## src/rtl/mips_mem_pkg.sv

```systemverilog
// rtl/mips_mem_pkg.sv - shared encodings for the unified memory port arbiter
package mips_mem_pkg;
  localparam int DEFAULT_AW = 10;

  typedef enum logic [1:0] {
    IDLE = 2'd0,
    WAIT = 2'd1,
    RESP = 2'd2
  } state_t;

  typedef enum logic {
    OWN_IF = 1'b0,
    OWN_DM = 1'b1
  } owner_t;
endpackage

```

## src/rtl/mem_port_arbiter_if.sv

```systemverilog
// rtl/mem_port_arbiter_if.sv - requester and memory side signals of the arbiter
interface mem_port_arbiter_if
  import mips_mem_pkg::*;
#(
  parameter int AW = DEFAULT_AW
);
  logic          if_req;
  logic [AW-1:0] if_addr;
  logic          if_gnt;
  logic          if_rvalid;
  logic [31:0]   if_rdata;
  logic          dm_req;
  logic          dm_we;
  logic [AW-1:0] dm_addr;
  logic [31:0]   dm_wdata;
  logic          dm_gnt;
  logic          dm_rvalid;
  logic [31:0]   dm_rdata;
  logic          mem_en;
  logic          mem_we;
  logic [AW-1:0] mem_addr;
  logic [31:0]   mem_wdata;
  logic [31:0]   mem_rdata;
  logic          busy;

  modport master (
    input  if_req, if_addr, dm_req, dm_we, dm_addr, dm_wdata, mem_rdata,
    output if_gnt, if_rvalid, if_rdata, dm_gnt, dm_rvalid, dm_rdata,
           mem_en, mem_we, mem_addr, mem_wdata, busy
  );

  modport slave (
    output if_req, if_addr, dm_req, dm_we, dm_addr, dm_wdata, mem_rdata,
    input  if_gnt, if_rvalid, if_rdata, dm_gnt, dm_rvalid, dm_rdata,
           mem_en, mem_we, mem_addr, mem_wdata, busy
  );
endinterface

```

## src/rtl/mem_starve_ctr.sv

```systemverilog
// rtl/mem_starve_ctr.sv - saturating fetch-starvation counter and priority decision
module mem_starve_ctr #(
  parameter int STARVE_MAX = 3
) (
  input  logic clk1,
  input  logic rst,
  input  logic i_arb,
  input  logic i_if_req,
  input  logic i_dm_req,
  output logic o_if_wins
);
  logic [3:0] r_cnt;
  logic       w_at_max;

  assign w_at_max  = (r_cnt == 4'(STARVE_MAX));
  assign o_if_wins = i_if_req && (!i_dm_req || w_at_max);

  // Only a lost contested arbitration counts; a sole DM request leaves it alone.
  always_ff @(posedge clk1) begin
    if (rst) begin
      r_cnt <= '0;
    end else if (i_arb) begin
      if (o_if_wins) begin
        r_cnt <= '0;
      end else if (i_if_req && !w_at_max) begin
        r_cnt <= r_cnt + 4'd1;
      end
    end
  end
endmodule

```

## src/rtl/mem_port_arbiter.sv

```systemverilog
// rtl/mem_port_arbiter.sv - serialises IF and DM accesses onto one memory port
module mem_port_arbiter
  import mips_mem_pkg::*;
#(
  parameter int AW         = DEFAULT_AW,
  parameter int MEM_LAT    = 1,
  parameter int STARVE_MAX = 3
) (
  input logic                clk1,
  input logic                rst,
  mem_port_arbiter_if.master bus
);
  state_t        r_state, w_state;
  owner_t        r_owner, w_owner;
  logic [3:0]    r_lat_cnt, w_lat_cnt;
  logic          r_is_store, w_is_store;
  logic          r_if_gnt, w_if_gnt, r_dm_gnt, w_dm_gnt;
  logic          r_if_rvalid, w_if_rvalid, r_dm_rvalid, w_dm_rvalid;
  logic [31:0]   r_if_rdata, w_if_rdata, r_dm_rdata, w_dm_rdata;
  logic          r_mem_en, w_mem_en, r_mem_we, w_mem_we;
  logic [AW-1:0] r_mem_addr, w_mem_addr;
  logic [31:0]   r_mem_wdata, w_mem_wdata;
  logic          r_busy, w_busy;
  logic          w_arb, w_if_wins;

  assign w_arb = ((r_state == IDLE) || (r_state == RESP)) && (bus.if_req || bus.dm_req);

  mem_starve_ctr #(.STARVE_MAX(STARVE_MAX)) u_starve (
    .clk1      (clk1),
    .rst       (rst),
    .i_arb     (w_arb),
    .i_if_req  (bus.if_req),
    .i_dm_req  (bus.dm_req),
    .o_if_wins (w_if_wins)
  );

  always_comb begin
    w_state     = r_state;
    w_owner     = r_owner;
    w_lat_cnt   = r_lat_cnt;
    w_is_store  = r_is_store;
    w_if_gnt    = 1'b0;
    w_dm_gnt    = 1'b0;
    w_if_rvalid = 1'b0;
    w_dm_rvalid = 1'b0;
    w_if_rdata  = r_if_rdata;
    w_dm_rdata  = r_dm_rdata;
    w_mem_en    = 1'b0;
    w_mem_we    = 1'b0;
    w_mem_addr  = r_mem_addr;
    w_mem_wdata = r_mem_wdata;
    w_busy      = 1'b0;
    case (r_state)
      IDLE, RESP: begin
        w_state = IDLE;
        if (w_arb) begin
          w_state   = WAIT;
          w_lat_cnt = 4'(MEM_LAT);
          w_mem_en  = 1'b1;
          w_busy    = 1'b1;
          if (w_if_wins) begin
            w_owner    = OWN_IF;
            w_if_gnt   = 1'b1;
            w_mem_addr = bus.if_addr;
            w_is_store = 1'b0;
          end else begin
            w_owner     = OWN_DM;
            w_dm_gnt    = 1'b1;
            w_mem_addr  = bus.dm_addr;
            w_mem_we    = bus.dm_we;
            w_mem_wdata = bus.dm_wdata;
            w_is_store  = bus.dm_we;
          end
        end
      end
      WAIT: begin
        // Counter reaches zero in the cycle the memory presents read data.
        if (r_lat_cnt == 4'd0) begin
          w_state = RESP;
          if (r_owner == OWN_IF) begin
            w_if_rvalid = 1'b1;
            w_if_rdata  = bus.mem_rdata;
          end else begin
            w_dm_rvalid = 1'b1;
            w_dm_rdata  = r_is_store ? 32'd0 : bus.mem_rdata;
          end
        end else begin
          w_lat_cnt = r_lat_cnt - 4'd1;
          w_busy    = 1'b1;
        end
      end
      default: w_state = IDLE;
    endcase
  end

  always_ff @(posedge clk1) begin
    if (rst) begin
      r_state     <= IDLE;
      r_owner     <= OWN_IF;
      r_lat_cnt   <= '0;
      r_is_store  <= 1'b0;
      r_if_gnt    <= 1'b0;
      r_dm_gnt    <= 1'b0;
      r_if_rvalid <= 1'b0;
      r_dm_rvalid <= 1'b0;
      r_if_rdata  <= '0;
      r_dm_rdata  <= '0;
      r_mem_en    <= 1'b0;
      r_mem_we    <= 1'b0;
      r_mem_addr  <= '0;
      r_mem_wdata <= '0;
      r_busy      <= 1'b0;
    end else begin
      r_state     <= w_state;
      r_owner     <= w_owner;
      r_lat_cnt   <= w_lat_cnt;
      r_is_store  <= w_is_store;
      r_if_gnt    <= w_if_gnt;
      r_dm_gnt    <= w_dm_gnt;
      r_if_rvalid <= w_if_rvalid;
      r_dm_rvalid <= w_dm_rvalid;
      r_if_rdata  <= w_if_rdata;
      r_dm_rdata  <= w_dm_rdata;
      r_mem_en    <= w_mem_en;
      r_mem_we    <= w_mem_we;
      r_mem_addr  <= w_mem_addr;
      r_mem_wdata <= w_mem_wdata;
      r_busy      <= w_busy;
    end
  end

  assign bus.if_gnt    = r_if_gnt;
  assign bus.dm_gnt    = r_dm_gnt;
  assign bus.if_rvalid = r_if_rvalid;
  assign bus.dm_rvalid = r_dm_rvalid;
  assign bus.if_rdata  = r_if_rdata;
  assign bus.dm_rdata  = r_dm_rdata;
  assign bus.mem_en    = r_mem_en;
  assign bus.mem_we    = r_mem_we;
  assign bus.mem_addr  = r_mem_addr;
  assign bus.mem_wdata = r_mem_wdata;
  assign bus.busy      = r_busy;
endmodule

```

## src/flat_wrapper.sv

```systemverilog
// flat-port wrapper written by rule: the top's interface ports become plain ports
module mem_port_arbiter_flat import mips_mem_pkg::*;
#(
  parameter int AW         = DEFAULT_AW,
  parameter int MEM_LAT    = 1,
  parameter int STARVE_MAX = 3
)
  (clk1, rst, bus_if_req, bus_if_addr, bus_dm_req, bus_dm_we, bus_dm_addr, bus_dm_wdata, bus_mem_rdata, bus_if_gnt, bus_if_rvalid, bus_if_rdata, bus_dm_gnt, bus_dm_rvalid, bus_dm_rdata, bus_mem_en, bus_mem_we, bus_mem_addr, bus_mem_wdata, bus_busy);
  mem_port_arbiter_if #(.AW(AW)) bus_i ();
  input logic clk1;
  input logic rst;
  input wire logic [$bits(bus_i.if_req)-1:0] bus_if_req;
  input wire logic [$bits(bus_i.if_addr)-1:0] bus_if_addr;
  input wire logic [$bits(bus_i.dm_req)-1:0] bus_dm_req;
  input wire logic [$bits(bus_i.dm_we)-1:0] bus_dm_we;
  input wire logic [$bits(bus_i.dm_addr)-1:0] bus_dm_addr;
  input wire logic [$bits(bus_i.dm_wdata)-1:0] bus_dm_wdata;
  input wire logic [$bits(bus_i.mem_rdata)-1:0] bus_mem_rdata;
  output wire logic [$bits(bus_i.if_gnt)-1:0] bus_if_gnt;
  output wire logic [$bits(bus_i.if_rvalid)-1:0] bus_if_rvalid;
  output wire logic [$bits(bus_i.if_rdata)-1:0] bus_if_rdata;
  output wire logic [$bits(bus_i.dm_gnt)-1:0] bus_dm_gnt;
  output wire logic [$bits(bus_i.dm_rvalid)-1:0] bus_dm_rvalid;
  output wire logic [$bits(bus_i.dm_rdata)-1:0] bus_dm_rdata;
  output wire logic [$bits(bus_i.mem_en)-1:0] bus_mem_en;
  output wire logic [$bits(bus_i.mem_we)-1:0] bus_mem_we;
  output wire logic [$bits(bus_i.mem_addr)-1:0] bus_mem_addr;
  output wire logic [$bits(bus_i.mem_wdata)-1:0] bus_mem_wdata;
  output wire logic [$bits(bus_i.busy)-1:0] bus_busy;
  assign bus_i.if_req = bus_if_req;
  assign bus_i.if_addr = bus_if_addr;
  assign bus_i.dm_req = bus_dm_req;
  assign bus_i.dm_we = bus_dm_we;
  assign bus_i.dm_addr = bus_dm_addr;
  assign bus_i.dm_wdata = bus_dm_wdata;
  assign bus_i.mem_rdata = bus_mem_rdata;
  assign bus_if_gnt = bus_i.if_gnt;
  assign bus_if_rvalid = bus_i.if_rvalid;
  assign bus_if_rdata = bus_i.if_rdata;
  assign bus_dm_gnt = bus_i.dm_gnt;
  assign bus_dm_rvalid = bus_i.dm_rvalid;
  assign bus_dm_rdata = bus_i.dm_rdata;
  assign bus_mem_en = bus_i.mem_en;
  assign bus_mem_we = bus_i.mem_we;
  assign bus_mem_addr = bus_i.mem_addr;
  assign bus_mem_wdata = bus_i.mem_wdata;
  assign bus_busy = bus_i.busy;
  mem_port_arbiter #(.AW(AW), .MEM_LAT(MEM_LAT), .STARVE_MAX(STARVE_MAX)) u_core (.clk1(clk1), .rst(rst), .bus(bus_i));
endmodule
```

## config.mk

```make
export PLATFORM = sky130hd
export DESIGN_NAME = mem_port_arbiter_flat
export DESIGN_NICKNAME = d
export VERILOG_FILES = /design/src/rtl/mips_mem_pkg.sv /design/src/rtl/mem_port_arbiter_if.sv /design/src/rtl/mem_starve_ctr.sv /design/src/rtl/mem_port_arbiter.sv /design/src/flat_wrapper.sv
export SDC_FILE = /design/constraint.sdc
export NUM_CORES = 1
export LEC_CHECK = 0
export BUFFER_PORTS_ARGS = -buffer_cell sky130_fd_sc_hd__buf_4
export CORE_MARGIN = 10
export CORE_UTILIZATION = 50
export CTS_CLUSTER_SIZE = 12
export DETAILED_ROUTE_END_ITERATION = 16
export PLACE_DENSITY = 0.78
export SLEW_MARGIN = 20
export SYNTH_ARGS = -nofsm -noshare
export SYNTH_HDL_FRONTEND = slang
export SYNTH_SLANG_ARGS = --single-unit
```

## constraint.sdc

```tcl
create_clock -name clk1 -period 1.86 [get_ports clk1]
set_input_delay 0.372 -clock clk1 [delete_from_list [all_inputs] [get_ports clk1]]
set_output_delay 0.372 -clock clk1 [all_outputs]
set_load 0.01 [all_outputs]
```

==> results of run 1 <==
-- metrics by stage --
| stage | setup WS, ps | power [uW] | instances | area (um^2) |
|---|---|---|---|---|
| detailed placement | 144 | 4230 | 879 | 7170 |
| global placement | 295 | 4190 | 879 | 7170 |
| global route | 33.6 | 7960 | 911 | 7820 |
| CTS | 106 | 7720 | 911 | 7810 |
| finish | 144 | 7690 | 911 | 7820 |
| floorplan | 379 | 3650 | 597 | 5550 |
-- per-layer routing --
layer	vias to the layer above	global-route usage, %	routed length, um
li1	2601	-	-
met1	2625	24.6	7230
met2	195	32.2	8340
met3	40	7.35	1200
met4	0	9.15	469
met5	-	0	0
-- state kept, by name (all words and copies together) (netlist names), 2 cells and up --
register,count
u_core.r_state,2
u_core.bus.mem_wdata,32
u_core.bus.if_rdata,32
u_core.u_starve.r_cnt,4
u_core.bus.mem_addr,10
u_core.bus.dm_rdata,32
u_core.r_lat_cnt,4
-- worst max-delay path, cell delays in order, from the launching register on --
cell and delay [ps]:
dfxtp_1 310, inv_1 120, ha_1 280, nand4bb_4 150, buf_4 300, o311ai_1 300, o41ai_1 130
-- report_power, final --
group	leakage (uW)	internal, uW	total, uW	switching, uW
Clock	0.000318	2370	3510	1140
Combinational	0.00188	564	1240	677
Sequential	0.00102	2840	2940	102
Total	0.00321	5770	7690	1920
-- path summary, 6_finish.rpt --
check | start | to | slack [ps] | depth (start not counted)
min reg2reg | u_core.bus.mem_wdata[23] | u_core.bus.mem_wdata[23] | 460 | 2
max | u_core.r_lat_cnt[0] | u_core.bus.dm_rdata[10] | 140 | 6
min | bus_dm_we | u_core.bus.mem_we | 90 | 2
max reg2reg | u_core.r_lat_cnt[0] | u_core.bus.dm_rdata[10] | 140 | 6
-- cell families after synthesis --
kind of cell	synth area share, %
flip-flops	45.1
AO/OA/AOI/OAI	22.9
multiplexers	5.95
adder cells (fa/ha/maj)	0.676
buffers and inverters	6.38
AND/OR/NAND/NOR	19.0
-- cell type report --
cell class | count | area [um^2]
Tap cell | 140 | 175
Inverter | 4 | 17.5
Sequential cell | 125 | 2510
Clock inverter | 4 | 95.1
Multi-Input combinational cell | 390 | 2730
Timing Repair Buffer | 220 | 1750
Clock buffer | 28 | 546
Fill cell | 817 | 3020
-- placed cells by master (no fill, tap or decap), drive strengths merged, types with 3 or more instances in the layout --
cell type	netlist	routed
buf	22	220
dfxtp	125	125
nand2	69	69
a21oi	39	39
nand4b	33	33
o31ai	33	33
mux2i	33	33
nand3b	32	32
o41ai	32	32
o311ai	32	32
clkbuf	56	28
a211oi	22	22
o21ai	13	13
nor2	12	12
nor2b	4	4
or3	4	4
inv	4	4
nand2b	3	3
nand3	3	3
nor3	3	3
ha	3	3
bufinv	0	3
-- timing repair --
item	in CTS	in global routing
resized for setup	0	2
hold buffers	0	0
endpoints found under the setup margin	0	2
==> results.sh, run 1 <==
export IMPL_synth_commonest_cells="dfxtp_1 (125), nand2_1 (69), clkbuf_1 (56), a21oi_1 (39)"
export IMPL_grt_pass1_vias=5172
export IMPL_drv_cap=0
export IMPL_vias=5461
export IMPL_hpwlAfterDp_um=11900
export IMPL_max_freq_mhz=583
export IMPL_yosys_area_top_type="dfxtp_1"
export IMPL_rsz0062_at_grt="no"
export IMPL_die_h_um=125
export IMPL_wl_um=17200
export IMPL_area_growth_synth_to_final_pct=40.9
export IMPL_first_pass_iters=4
export IMPL_num_rows=38
export IMPL_grt_max_degree=105
export IMPL_synth_edf_count=0
export IMPL_fin_tns_setup_ps=0
export IMPL_fin_crit_sh_pct=92.2
export IMPL_cp_max_fo=44
export IMPL_num_nets_final=850
export IMPL_outcome="completed"
export IMPL_synth_area_leaders="dfxtp_1 (45%), mux2i_1 (5.9%), nand4b_1 (5.2%)"
export IMPL_yosysSeqAreaShare_pct=45.1
export IMPL_io_buffer_count=201
export IMPL_fp_dieW_um=125
export IMPL_p_leak_uw=0.00321
export IMPL_antenna_found_initial=0
export IMPL_start_util_pct=51.2
export IMPL_cts_buffer_depth=2
export IMPL_hold_violations=0
export IMPL_ios=202
export IMPL_dieArea_um2=15700
export IMPL_crit_type="flop to flop"
export IMPL_synth_area_um2=5550
export IMPL_drt_iter0_drc=530
export IMPL_cts_tree="yes"
export IMPL_worstMarginPinSlew_ps=447
export IMPL_clk_pin_slew_ps=60
export IMPL_place_congestion=0.828
export IMPL_drtAntennaViolNets=0
export IMPL_cts_setup_buffers=0
export IMPL_core_um2=10800
export IMPL_grt_overflow=0
export IMPL_ys_warn_count=0
export IMPL_antenna_cells=0
export IMPL_synth_cell_types=40
export IMPL_async_flop_share_pct=0
export IMPL_routedWlPerCell_um=18.9
export IMPL_cp_arrival_ps=2100
export IMPL_worst_ep_required_time_ps=2250
export IMPL_drv_slew=0
export IMPL_insertion_delay_ps=520
export IMPL_layout_min_cycle_time_ps=1720
export IMPL_avgViaCountPerCell=5.99
export IMPL_skew_ps=7.04
export IMPL_slew_headroom_pct=70.2
export IMPL_synth_ff_type="dfxtp_1"
export IMPL_finalSetupViolCount=0
export IMPL_grt_pass1_wl_um=27100
export IMPL_drc=0
export IMPL_synth_area_per_cell_um2=9.30
export IMPL_synth_cells=597
export IMPL_synth_most_common_cell="dfxtp_1"
export IMPL_peakVddDrop_mv=0.690
export IMPL_holdWs_ps=93.9
export IMPL_cts_sinks=125
export IMPL_groute_usage_overall_pct=20.5
export IMPL_final_layout_size_suffix_gt1_share_pct=33.6
export IMPL_holdCritPathClass="primary input to flop"
export IMPL_worstSetupEndpointType="flop"
export IMPL_start_kind="flop"
export IMPL_htreeDepth=4
export IMPL_cts_root_buf="clkbuf_8"
export IMPL_syn_nets=689
export IMPL_pwr_density_cell_nw_per_um2=983
export IMPL_ys_ff_latch=125
export IMPL_cts_buffers=17
export IMPL_synth_top_area_share_pct=45.1
export IMPL_finish_utilization_pct=72.2
(Power assumes the default switching activity.)
==> run 2, diff against run 1 <==
CORE_UTILIZATION = 53   (was 50)
PLACE_DENSITY = 0.82   (was 0.78)
SKIP_CTS_REPAIR_TIMING = 1   (was default)
clock period = 2 ns   (was 1.86 ns; I/O delays follow)
==> run 2 against run 1 <==
Against the previous run: final area down 1.9%; sequential cell count unchanged; first-iteration DRC count up 14%; critical path depth unchanged; clock-buffer cell count down 4; utilization up 2.5 points; clock skew down 1.2 ps; register-to-register slack better by 120 ps.
==> results.sh, run 2 (synthesis results as in run 1) <==
export IMPL_skew_ps=5.80
export IMPL_htreeDepth=4
export IMPL_instances_no_fill=902
export IMPL_reg2regPathDepth=6
export IMPL_hpwlAfterDp_um=11900
export IMPL_drtAntennaViolNets=0
export IMPL_cts_sinks=125
export IMPL_p_sw_share_pct=25.4
export IMPL_avgViaCountPerCell=6.01
export IMPL_hold_violations=0
export IMPL_drv_slew=0
export IMPL_antenna_found_initial=0
export IMPL_fp_dieW_um=122
export IMPL_path_cells="inv_1, ha_1, nand4bb_4, buf_4, o311ai_1, o41ai_1"
export IMPL_area_growth_synth_to_final_pct=38.2
export IMPL_worst_ep_required_time_ps=2370
export IMPL_layout_min_cycle_time_ps=1730
export IMPL_routedWlPerCell_um=18.9
export IMPL_nFillCells=751
export IMPL_outcome="completed"
export IMPL_cp_max_fo=39
export IMPL_ios=202
export IMPL_dp_slack_ps=326
export IMPL_cts_root_buf="clkbuf_8"
export IMPL_p_int_uw=5160
export IMPL_pwr_density_cell_nw_per_um2=901
export IMPL_slew_headroom_pct=64.2
export IMPL_grt_pass1_wl_um=26800
export IMPL_clk_pin_slew_ps=60
export IMPL_drt_iter0_drc=602
export IMPL_rsz0062_at_grt="no"
export IMPL_p_clk_share_pct=44.2
export IMPL_final_cell_mix="buf_4 (212), dfxtp_1 (124), nand2_1 (69), a21oi_1 (39)"
export IMPL_cp_arrival_ps=2100
export IMPL_worstSetupEndpointType="flop"
export IMPL_grt_overflow=0
export IMPL_worst_slack_ps=267
export IMPL_wl_um=17100
export IMPL_num_rows=37
export IMPL_crit_type="flop to flop"
export IMPL_r2r_slack_ps=270
export IMPL_cts_tree="yes"
export IMPL_cts_buffer_depth=2
export IMPL_crit_buf_inv=2
export IMPL_place_congestion=0.805
export IMPL_peakVddDrop_mv=0.549
export IMPL_finalSetupViolCount=0
export IMPL_first_pass_iters=6
export IMPL_worstMarginPinSlew_ps=537
export IMPL_crit_start="u_core.r_lat_cnt[0]"
export IMPL_start_util_pct=54.0
export IMPL_fin_tns_setup_ps=0
export IMPL_p_leak_uw=0.00316
export IMPL_grt_max_degree=98
export IMPL_p_switching_uw=1760
export IMPL_cp_slowest_cell="dfxtp_1"
export IMPL_insertion_delay_ps=510
export IMPL_fin_crit_sh_pct=86.6
export IMPL_groute_usage_overall_pct=21.8
export IMPL_max_freq_mhz=577
export IMPL_crit_end="u_core.bus.dm_rdata[31]"
export IMPL_grt_pass1_vias=5382
export IMPL_cts_buffers=17
export IMPL_reg2reg_to="u_core.bus.dm_rdata[31]"
export IMPL_num_nets_final=846
export IMPL_start_kind="flop"
export IMPL_dieArea_um2=15000
export IMPL_place_inst=871
export IMPL_die_h_um=122
export IMPL_drc=0
export IMPL_core_um2=10300
export IMPL_max_stage_delay_ps=320
export IMPL_comb_power_share_pct=16.1
export IMPL_holdCritPathClass="primary input to flop"
export IMPL_vias=5417
export IMPL_drv_cap=0
export IMPL_r2r_start="u_core.r_lat_cnt[0]"
export IMPL_io_buffer_count=201
export IMPL_p_seq_share_pct=39.7
export IMPL_finish_utilization_pct=74.7
export IMPL_crit_family="compound AO/OA/AOI/OAI gates"
export IMPL_crit_cells=6
export IMPL_final_layout_size_suffix_gt1_share_pct=32.8
export IMPL_holdWs_ps=142
export IMPL_layout_commonest_cell="buf_4"
export IMPL_antenna_cells=0
## run 2: cell types whose count changed in the layout (fill, tap and decap cells not counted)
cell      previous run  this run
buf_12               8         4
clkbuf_1             2         3
clkbuf_8            10         5
clkinv_2             1         4
o311ai_1            30        32
o311ai_2             2         0
## run 2: metal layers
layer / global-route usage, % / vias to the layer above / routed length (um)
li1: - / 2595 / -
met1: 26.1 / 2554 / 6910
met2: 35.0 / 234 / 8240
met3: 7.58 / 34 / 1540
met4: 9.13 / 0 / 397
met5: 0 / - / 0
## run 2: through the flow
| stage | power, uW | instance area [um^2] |
|---|---|---|
| floorplan | 3390 | 5550 |
| global placement | 3860 | 7080 |
| detailed placement | 3910 | 7080 |
| CTS | 6960 | 7670 |
| global route | 7200 | 7670 |
| finish | 6920 | 7670 |
## run 2: cell type report
type | count | area [um^2] | area share (%)
Inverter | 4 | 17.5 | 0.228
Multi-Input combinational cell | 390 | 2720 | 35.4
Sequential cell | 125 | 2510 | 32.7
Clock inverter | 7 | 110 | 1.43
Clock buffer | 24 | 480 | 6.26
Timing Repair Buffer | 216 | 1670 | 21.8
Tap cell | 136 | 170 | 2.22
## run 2: worst register-to-register path, cell delays in order (launching register included)
cell	delay [ps]
dfxtp_1	320
inv_1	130
ha_1	270
nand4bb_4	130
buf_4	270
o311ai_1	330
o41ai_1	140
## run 2: power by group through the flow
stage / Sequential [uW] / Clock, uW / Combinational [uW]
finish: 2740 / 3060 / 1120
global route: 2760 / 3220 / 1210
CTS: 2740 / 3100 / 1120
detailed placement: 2790 / 0 / 1110
global placement: 2790 / 0 / 1080
floorplan: 2830 / 0 / 561
## run 2: worst min path at each step
stage	startpoint	end	slack [ps]	cells after the start
5_1_grt	bus_dm_we	u_core.bus.mem_we	120	2
3_3_place_gp	u_core.bus.mem_wdata[14]	u_core.bus.mem_wdata[14]	440	2
2_1_floorplan	u_core.u_starve.r_cnt[1]	u_core.u_starve.r_cnt[1]	450	2
6_report	bus_dm_we	u_core.bus.mem_we	140	2
3_5_place_dp	u_core.bus.mem_wdata[25]	u_core.bus.mem_wdata[25]	450	2
4_1_cts	bus_dm_wdata[21]	u_core.bus.mem_wdata[21]	120	3
